<file path="src/rtl/qam16_demapper_pkg.sv">
// Shared types, constants and helpers for the 16QAM hard-decision demapper.
package qam16_demapper_pkg;

    localparam int DW = 18;
    localparam logic [DW-1:0] THR_INIT = 18'd16384;

    // Per-axis Gray codes: {sign bit, inner bit}
    localparam logic [1:0] GRAY_M3 = 2'b00;
    localparam logic [1:0] GRAY_M1 = 2'b01;
    localparam logic [1:0] GRAY_P1 = 2'b11;
    localparam logic [1:0] GRAY_P3 = 2'b10;

    typedef enum logic {
        SER_IDLE,
        SER_SHIFT
    } ser_state_t;

    // |x| as a DW-1 bit unsigned value; the most-negative code saturates
    // instead of wrapping to zero.
    function automatic logic [DW-2:0] mag_sat(input logic signed [DW-1:0] x);
        if (!x[DW-1])
            return x[DW-2:0];
        else if (x[DW-2:0] == '0)
            return '1;
        else
            return ~x[DW-2:0] + (DW-1)'(1);
    endfunction

    // Hard decision for one axis; a magnitude equal to the threshold is outer.
    function automatic logic [1:0] decide_axis(input logic signed [DW-1:0] x,
                                               input logic [DW-2:0] t);
        logic inner;
        inner = (mag_sat(x) < t);
        if (x[DW-1])
            return inner ? GRAY_M1 : GRAY_M3;
        else
            return inner ? GRAY_P1 : GRAY_P3;
    endfunction

endpackage

</file>
<file path="src/rtl/qam16_demapper_if.sv">
// Sample/symbol/bit-stream bundle between the timing-recovery path and the demapper.
interface qam16_demapper_if;
    import qam16_demapper_pkg::*;

    logic signed [DW-1:0] di;
    logic signed [DW-1:0] dq;
    logic                 sync;
    logic [3:0]           sym;
    logic                 sym_valid;
    logic                 bit_out;
    logic                 bit_valid;
    logic [DW-2:0]        thr;
    logic                 ovf;

    modport master (
        output di, dq, sync,
        input  sym, sym_valid, bit_out, bit_valid, thr, ovf
    );

    modport slave (
        input  di, dq, sync,
        output sym, sym_valid, bit_out, bit_valid, thr, ovf
    );

endinterface

</file>
<file path="src/rtl/qam16_demapper_bit_serializer4.sv">
// Turns 4-bit symbols into an MSB-first bit stream with a one-deep hold slot
// to absorb a symbol that arrives while the previous one is still shifting.
module bit_serializer4
    import qam16_demapper_pkg::*;
(
    input  logic       clk,
    input  logic       rst,
    input  logic [3:0] sym,
    input  logic       sym_valid,
    output logic       bit_out,
    output logic       bit_valid,
    output logic       ovf
);

    ser_state_t state, state_nxt;
    logic [3:0] shreg, shreg_nxt;
    logic [1:0] cnt, cnt_nxt;
    logic [3:0] hold, hold_nxt;
    logic       full, full_nxt;
    logic       ovf_nxt, bit_out_nxt, bit_valid_nxt;
    logic       load_en;
    logic [3:0] load_src;

    // State and datapath registers
    always_ff @(posedge clk or posedge rst) begin
        if (rst) begin
            state     <= SER_IDLE;
            shreg     <= '0;
            cnt       <= '0;
            hold      <= '0;
            full      <= 1'b0;
            ovf       <= 1'b0;
            bit_out   <= 1'b0;
            bit_valid <= 1'b0;
        end else begin
            state     <= state_nxt;
            shreg     <= shreg_nxt;
            cnt       <= cnt_nxt;
            hold      <= hold_nxt;
            full      <= full_nxt;
            ovf       <= ovf_nxt;
            bit_out   <= bit_out_nxt;
            bit_valid <= bit_valid_nxt;
        end
    end

    // Next-state, shift and hold-slot control; cnt == 3 means the 4th bit is on bit_out
    always_comb begin
        state_nxt     = state;
        shreg_nxt     = shreg;
        cnt_nxt       = cnt;
        hold_nxt      = hold;
        full_nxt      = full;
        ovf_nxt       = ovf;
        bit_out_nxt   = bit_out;
        bit_valid_nxt = bit_valid;
        load_en       = 1'b0;
        load_src      = sym;

        case (state)
            SER_IDLE: begin
                if (sym_valid) begin
                    load_en  = 1'b1;
                    load_src = sym;
                end
            end
            SER_SHIFT: begin
                if (cnt == 2'd3) begin
                    if (full) begin
                        load_en  = 1'b1;
                        load_src = hold;
                        full_nxt = 1'b0;
                        if (sym_valid)
                            ovf_nxt = 1'b1;
                    end else if (sym_valid) begin
                        load_en  = 1'b1;
                        load_src = sym;
                    end else begin
                        state_nxt     = SER_IDLE;
                        bit_valid_nxt = 1'b0;
                        bit_out_nxt   = 1'b0;
                    end
                end else begin
                    bit_out_nxt = shreg[3];
                    shreg_nxt   = {shreg[2:0], 1'b0};
                    cnt_nxt     = cnt + 2'd1;
                    if (sym_valid) begin
                        if (full) begin
                            ovf_nxt = 1'b1;
                        end else begin
                            hold_nxt = sym;
                            full_nxt = 1'b1;
                        end
                    end
                end
            end
            default: state_nxt = SER_IDLE;
        endcase

        if (load_en) begin
            state_nxt     = SER_SHIFT;
            bit_out_nxt   = load_src[3];
            bit_valid_nxt = 1'b1;
            shreg_nxt     = {load_src[2:0], 1'b0};
            cnt_nxt       = 2'd0;
        end
    end

endmodule

</file>
<file path="src/rtl/qam16_demapper.sv">
// 16QAM hard-decision demapper: adaptive inner/outer threshold, Gray decision
// per axis, and a serializer producing one bit per clock at full symbol rate.
module qam16_demapper #(
    parameter int                                     AVG_SH   = 6,
    parameter logic [qam16_demapper_pkg::DW-1:0]      THR_INIT = qam16_demapper_pkg::THR_INIT
) (
    input  logic              clk,
    input  logic              rst,
    qam16_demapper_if.slave   bus
);
    import qam16_demapper_pkg::*;

    localparam int AW = DW - 1 + AVG_SH;
    localparam logic [AW-1:0] ACC_INIT = {THR_INIT[DW-2:0], {AVG_SH{1'b0}}};

    logic [AW-1:0] acc;
    logic [AW:0]   acc_sum;
    logic [AW-1:0] acc_next;
    logic [DW-2:0] thr_r;
    logic [DW-2:0] mag_i, mag_q;
    logic [DW-1:0] half_sum;
    logic [3:0]    sym_r;
    logic          sym_valid_r;

    assign mag_i    = mag_sat(bus.di);
    assign mag_q    = mag_sat(bus.dq);
    assign half_sum = ({1'b0, mag_i} + {1'b0, mag_q}) >> 1;
    // The leak term never exceeds acc, so only the top end can overflow.
    assign acc_sum  = {1'b0, acc} + {{AVG_SH{1'b0}}, half_sum} - {1'b0, acc >> AVG_SH};
    assign acc_next = acc_sum[AW] ? '1 : acc_sum[AW-1:0];

    // Leaky average of the mean axis magnitude; the decision below sees the old threshold
    always_ff @(posedge clk or posedge rst) begin
        if (rst) begin
            acc   <= ACC_INIT;
            thr_r <= THR_INIT[DW-2:0];
        end else if (bus.sync) begin
            acc   <= acc_next;
            thr_r <= acc_next[AW-1:AVG_SH];
        end
    end

    // Registered hard decision; sym holds between strobes
    always_ff @(posedge clk or posedge rst) begin
        if (rst) begin
            sym_r       <= '0;
            sym_valid_r <= 1'b0;
        end else begin
            sym_valid_r <= bus.sync;
            if (bus.sync)
                sym_r <= {decide_axis(bus.di, thr_r), decide_axis(bus.dq, thr_r)};
        end
    end

    bit_serializer4 u_ser (
        .clk       (clk),
        .rst       (rst),
        .sym       (sym_r),
        .sym_valid (sym_valid_r),
        .bit_out   (bus.bit_out),
        .bit_valid (bus.bit_valid),
        .ovf       (bus.ovf)
    );

    assign bus.sym       = sym_r;
    assign bus.sym_valid = sym_valid_r;
    assign bus.thr       = thr_r;

endmodule
</file>
<file path="src/flat_wrapper.sv">
// flat-port wrapper written by rule: the top's interface ports become plain ports
module qam16_demapper_flat import qam16_demapper_pkg::*;
#(
    parameter int                                     AVG_SH   = 6,
    parameter logic [qam16_demapper_pkg::DW-1:0]      THR_INIT = qam16_demapper_pkg::THR_INIT
)
  (clk, rst, bus_di, bus_dq, bus_sync, bus_sym, bus_sym_valid, bus_bit_out, bus_bit_valid, bus_thr, bus_ovf);
  qam16_demapper_if bus_i ();
  input  logic clk;
  input  logic rst;
  input wire logic [$bits(bus_i.di)-1:0] bus_di;
  input wire logic [$bits(bus_i.dq)-1:0] bus_dq;
  input wire logic [$bits(bus_i.sync)-1:0] bus_sync;
  output wire logic [$bits(bus_i.sym)-1:0] bus_sym;
  output wire logic [$bits(bus_i.sym_valid)-1:0] bus_sym_valid;
  output wire logic [$bits(bus_i.bit_out)-1:0] bus_bit_out;
  output wire logic [$bits(bus_i.bit_valid)-1:0] bus_bit_valid;
  output wire logic [$bits(bus_i.thr)-1:0] bus_thr;
  output wire logic [$bits(bus_i.ovf)-1:0] bus_ovf;
  assign bus_i.di = bus_di;
  assign bus_i.dq = bus_dq;
  assign bus_i.sync = bus_sync;
  assign bus_sym = bus_i.sym;
  assign bus_sym_valid = bus_i.sym_valid;
  assign bus_bit_out = bus_i.bit_out;
  assign bus_bit_valid = bus_i.bit_valid;
  assign bus_thr = bus_i.thr;
  assign bus_ovf = bus_i.ovf;
  qam16_demapper #(.AVG_SH(AVG_SH), .THR_INIT(THR_INIT)) u_core (.clk(clk), .rst(rst), .bus(bus_i));
endmodule
</file>
<file path="config.mk">
export PLATFORM = sky130hd
export DESIGN_NAME = qam16_demapper_flat
export DESIGN_NICKNAME = d
export VERILOG_FILES = /design/src/rtl/qam16_demapper_pkg.sv /design/src/rtl/qam16_demapper_if.sv /design/src/rtl/qam16_demapper_bit_serializer4.sv /design/src/rtl/qam16_demapper.sv /design/src/flat_wrapper.sv
export SDC_FILE = /design/constraint.sdc
export NUM_CORES = 1
export LEC_CHECK = 0
export BUFFER_PORTS_ARGS = -buffer_cell sky130_fd_sc_hd__buf_2
export CORE_ASPECT_RATIO = 0.7
export CORE_UTILIZATION = 60
export CTS_CLUSTER_DIAMETER = 40
export DETAILED_ROUTE_END_ITERATION = 12
export PLACE_DENSITY = 0.89
export SYNTH_ARGS = -nofsm -noshare
export SYNTH_HDL_FRONTEND = slang
export SYNTH_SLANG_ARGS = --single-unit
</file>
<file path="constraint.sdc">
create_clock -name clk -period 3.94 [get_ports clk]
set_input_delay 1.182 -clock clk [delete_from_list [all_inputs] [get_ports clk]]
set_output_delay 1.182 -clock clk [all_outputs]
set_load 0.01 [all_outputs]
</file>
==> results of run 1 <==
## metrics by stage
step	cell area [sq um]	worst slack, ns	setup TNS, ns	cells	util
global placement	7569	-3.200	-72.80	1017	0.8310
floorplan	5919	-2.874	-65.96	681	-
CTS	8183	-3.024	-69.42	1049	0.8985
detailed placement	7569	-3.526	-80.83	1017	0.8310
## logic make-up after synthesis
| family | Yosys count | synth area share |
|---|---|---|
| and+or+nand+nor | 212 | 0.1872 |
| AOI/OAI and AO/OA | 196 | 0.2310 |
| DFF | 42 | 0.1863 |
| xor gates and xnor gates | 56 | 0.08682 |
| buffers and inverters | 72 | 0.05980 |
| adders and majority gates | 93 | 0.2299 |
| muxes | 10 | 0.01905 |
## timing repair
item | 4_1_cts
gates resized for setup | 60
setup endpoints to repair | 25
pin swaps | 47
setup buffers | 23
gates cloned | 2
## routing by layer
| metal | GRT usage | overflow |
|---|---|---|
| met1 | 0.7482 | 0 |
| met2 | 0.9150 | 6 |
| met3 | 0.6188 | 0 |
| met4 | 0.7098 | 9 |
| met5 | 0.2500 | 0 |
==> metrics.txt, run 1 <==
die height=83.19 um; H-tree lvl count=2; Syn Inst Count=681; top cell type by total area after synthesis=dfrtp_1; row cnt=29; clk buf depth=2; Distinct cells, synth=approximately 70; Synth Area per Inst=between 8 and 9 sq um; CTS Sinks=42; Synth area leaders=dfrtp_1, ha_1, fa_1, a21oi_1, xor2_1; DP HPWL=roughly 16000 um; CTS Buf Count=5; Overall Global Routing Usage=0.7474; Main synth FF type=dfrtp_1; Last stage=global routing; largest net degree at the start of global routing=32; Ys Warns=0; hold_buf cts=0; synthesized net count=813; GR Overflow Total=15; Post-Synthesis Cell Area=5649 sq um; Yosys reg bits=42; GPL Wtd Cong=roughly 0.95; Err=[ERROR GRT-0232] Routing congestion too high. Check the congestion heatmap in the GUI.; register area share after synthesis=0.1863; synth cell count leaders=ha_1, nand2_1, a21oi_1; Synth async-reset ratio=1.000; share of the synthesized area in the top cell type=0.1816; Port Buffers=63; EDFF count, synth=0; most numerous cell in the Yosys netlist=ha_1; Initial Util=0.6203; Root Buffer=clkbuf_16; status=stopped before the end; I/O pin count=64; overall die width=118.0 um
==> run 2: changes to the inputs <==
- CORE_ASPECT_RATIO: 0.7 -> unset
- CORE_UTILIZATION: 60 -> 40
- CTS_CLUSTER_DIAMETER: 40 -> unset
- PLACE_DENSITY: 0.89 -> unset
- PLACE_DENSITY_LB_ADDON: unset -> 0.15
==> metrics.txt, run 2 <==
status=finished, violations left; failing checks=negative setup slack; IR Drop Worst-Case VDD=465.6 uV; Hold Fails Final Rpt=0; DR WL/cell=16.06 um; top fanout value on the critical path=11; register area share after synthesis=0.1863 (unchanged); Synth area leaders=dfrtp_1, ha_1, fa_1, a21oi_1, xor2_1; Post-Synthesis Cell Area=5649 sq um (unchanged); Max stage delay on crit path=0.49 ns; Final Instance Area=8436 sq um; synth cell count leaders=ha_1, nand2_1, a21oi_1; Rel. slew slack=0.6301; drt initial violations=about 170; CTS Sinks=42 (unchanged); EDFF count, synth=0 (unchanged); Cell Area, Placed=7631 sq um (+0.83%); Distinct cells, synth=69 (unchanged); H-tree lvl count=2 (unchanged); GR Overflow Total=0; overall die width=120.8 um (+2.4%); Pwr Density=1053 nW/um^2; GPL Wtd Cong=0.9236 (-2.4%); Reg power frac=0.095; fillers=1197; most frequent cells in the layout=buf_4, nand2_1, buf_2; Worst path top cell family by delay=simple AND/OR/NAND/NOR gates; Worst-Skew Late Latency=0.29 ns; drc violations=0; Peak Freq=between 100 and 150 MHz; row cnt=43 (+48%); Main synth FF type=dfrtp_1; share of the synthesized area in the top cell type=0.1816 (unchanged); Yosys reg bits=42 (unchanged); Synth async-reset ratio=1.000 (unchanged); RSZ-0062 raised after global routing=yes; Antenna Violating Nets Remaining=0; synthesized net count=813 (unchanged); type of destination of the critical path=flip-flop; initial antenna violation count=0; global-route wire length before repair=~28000 um; number of max-cap violations=0; Syn Inst Count=681 (unchanged); flip-flop count of the largest register after layout=17; CTS tree=built; Detailed Routing Iterations Pass 1=4; critical setup path kind=input pin to flip-flop; clock power share=0.048; CTS Buf Count=5 (unchanged); CP required=4.11 ns; I/O pin count=64 (unchanged); Critical-path top delay cell=fa_1; Antenna Cells=0; clk buf depth=2 (unchanged); ratio of cells with drive above 1 in the final layout=0.4156; Initial Util=0.4086 (-0.2117); Comb power frac=0.857; CP Launch Type=input pin; die area=14600 sq um; Synth Area per Inst=8.295 sq um (unchanged); fin crit share=1.732; Ys Warns=0 (unchanged); Tmin final=a little under 7 ns; P_int=4.772 mW; Pwr Total=roughly 8.9 mW; Final Max Tran Viols=0; measured slew at the worst slew-check pin=roughly 0.55 ns; Reg clk slew, reported paths=0.07 ns; Hold Crit Class=flip-flop to flip-flop; core area=around 14000 sq um; vias=5934; Overall Global Routing Usage=0.2449; Port Buffers=63 (unchanged); most numerous cell in the Yosys netlist=ha_1; Root Buffer=clkbuf_16; min setup slack post-route=-2.885 ns; M1 GR Usage=0.2920; DP HPWL=14030 um (-14%); number of global-route vias before repair=5962; M2 GR Usage=0.4457; Via density=5.375; largest net degree at the start of global routing=between 40 and 50; Switching Fraction=0.4627; reg2reg setup slack=0.55 ns; die height=120.8 um (+45%); Final Net Count=1055; Arrival @ worst endpoint=~7 ns; commonest non-fill, non-tap cell in the layout=buf_4; Area Growth Syn to Fin=49.32%; top cell type by total area after synthesis=dfrtp_1; hold_buf cts=0 (unchanged); Layout Skew=0.005217 ns; GR Util met3=0.02830; Most Used Layer, Global Route=met2; WP buf/inv=4; Final Setup Violations=24; Leakage=4.027 nW; routed wire length=17730 um; sw power=4.109 mW; fin util=0.6101
-- run 2: stage by stage --
step,TNS [ns],worst slack [ns],hold slack [ns],instances
finish,-66.00,-2.885,0.4648,1104
global route,-70.17,-3.066,0.4935,1104
CTS,-64.47,-2.808,0.4641,1100
detailed placement,-77.04,-3.316,0.4488,1072
global placement,-74.08,-3.235,0.4477,1072
floorplan,-65.96,-2.874,0.4700,681
-- run 2: cells by family (layout without fill, tap and decap cells) --
| logic type | after synthesis | after routing | synth area share |
|---|---|---|---|
| buf+inv | 72 | 315 | 0.05980 |
| xor+xnor | 56 | 56 | 0.08682 |
| fa+ha+maj | 93 | 93 | 0.2299 |
| simple gates | 212 | 212 | 0.1872 |
| flops | 42 | 42 | 0.1863 |
| mux | 10 | 10 | 0.01905 |
| compound gates | 196 | 196 | 0.2310 |
-- run 2: routing by layer --
| layer | wire length (um) | vias up | part of all wire |
|---|---|---|---|
| met3 | 616 | 40 | 0.035 |
| met5 | 0 | - | 0 |
| li1 | - | 2939 | - |
| met2 | 8967 | 152 | 0.51 |
| met4 | 504 | 0 | 0.028 |
| met1 | 7639 | 2803 | 0.43 |
-- run 2: timing repair --
| action | in CTS | in global routing |
|---|---|---|
| endpoints found under the setup margin | 25 | 25 |
| pin swaps | 50 | 32 |
| gates cloned | 1 | 1 |
| resized for setup | 60 | 40 |
| setup buffers | 20 | 8 |
-- run 2: power groups by stage --
stage / clock (mW) / combinational (mW) / sequential, mW
floorplan: 0 / 4.22 / 0.774
global placement: 0 / 6.12 / 0.841
detailed placement: 0 / 6.29 / 0.845
CTS: 0.437 / 7.03 / 0.839
global route: 0.455 / 8.24 / 0.868
finish: 0.430 / 7.61 / 0.841
-- run 2: worst paths after layout --
| kind | startpoint | end | cells after the start |
|---|---|---|---|
| max | bus_dq[0] | u_core.bus.thr[11] | 27 |
| min | u_core.u_ser.ovf | u_core.u_ser.ovf | 1 |
| max reg2reg | u_core.bus.thr[1] | u_core.bus.thr[3] | 12 |
| min reg2reg | u_core.u_ser.ovf | u_core.u_ser.ovf | 1 |
| max in group asynchronous | rst | u_core.acc[3] | 3 |
| min in group asynchronous | rst | u_core.bus.thr[10] | 3 |
-- run 2: cell type report --
type	count	area [sq um]	share of cell area
Multi-Input combinational cell	567	4895	0.5802
Timing Repair Buffer	271	1961	0.2324
Sequential cell	42	1052	0.1247
Tap cell	180	225.2	0.02670
Inverter	36	153.9	0.01824
Clock buffer	5	125.1	0.01483
Clock inverter	3	23.77	0.002818
Power figures use the tool's default switching activity.
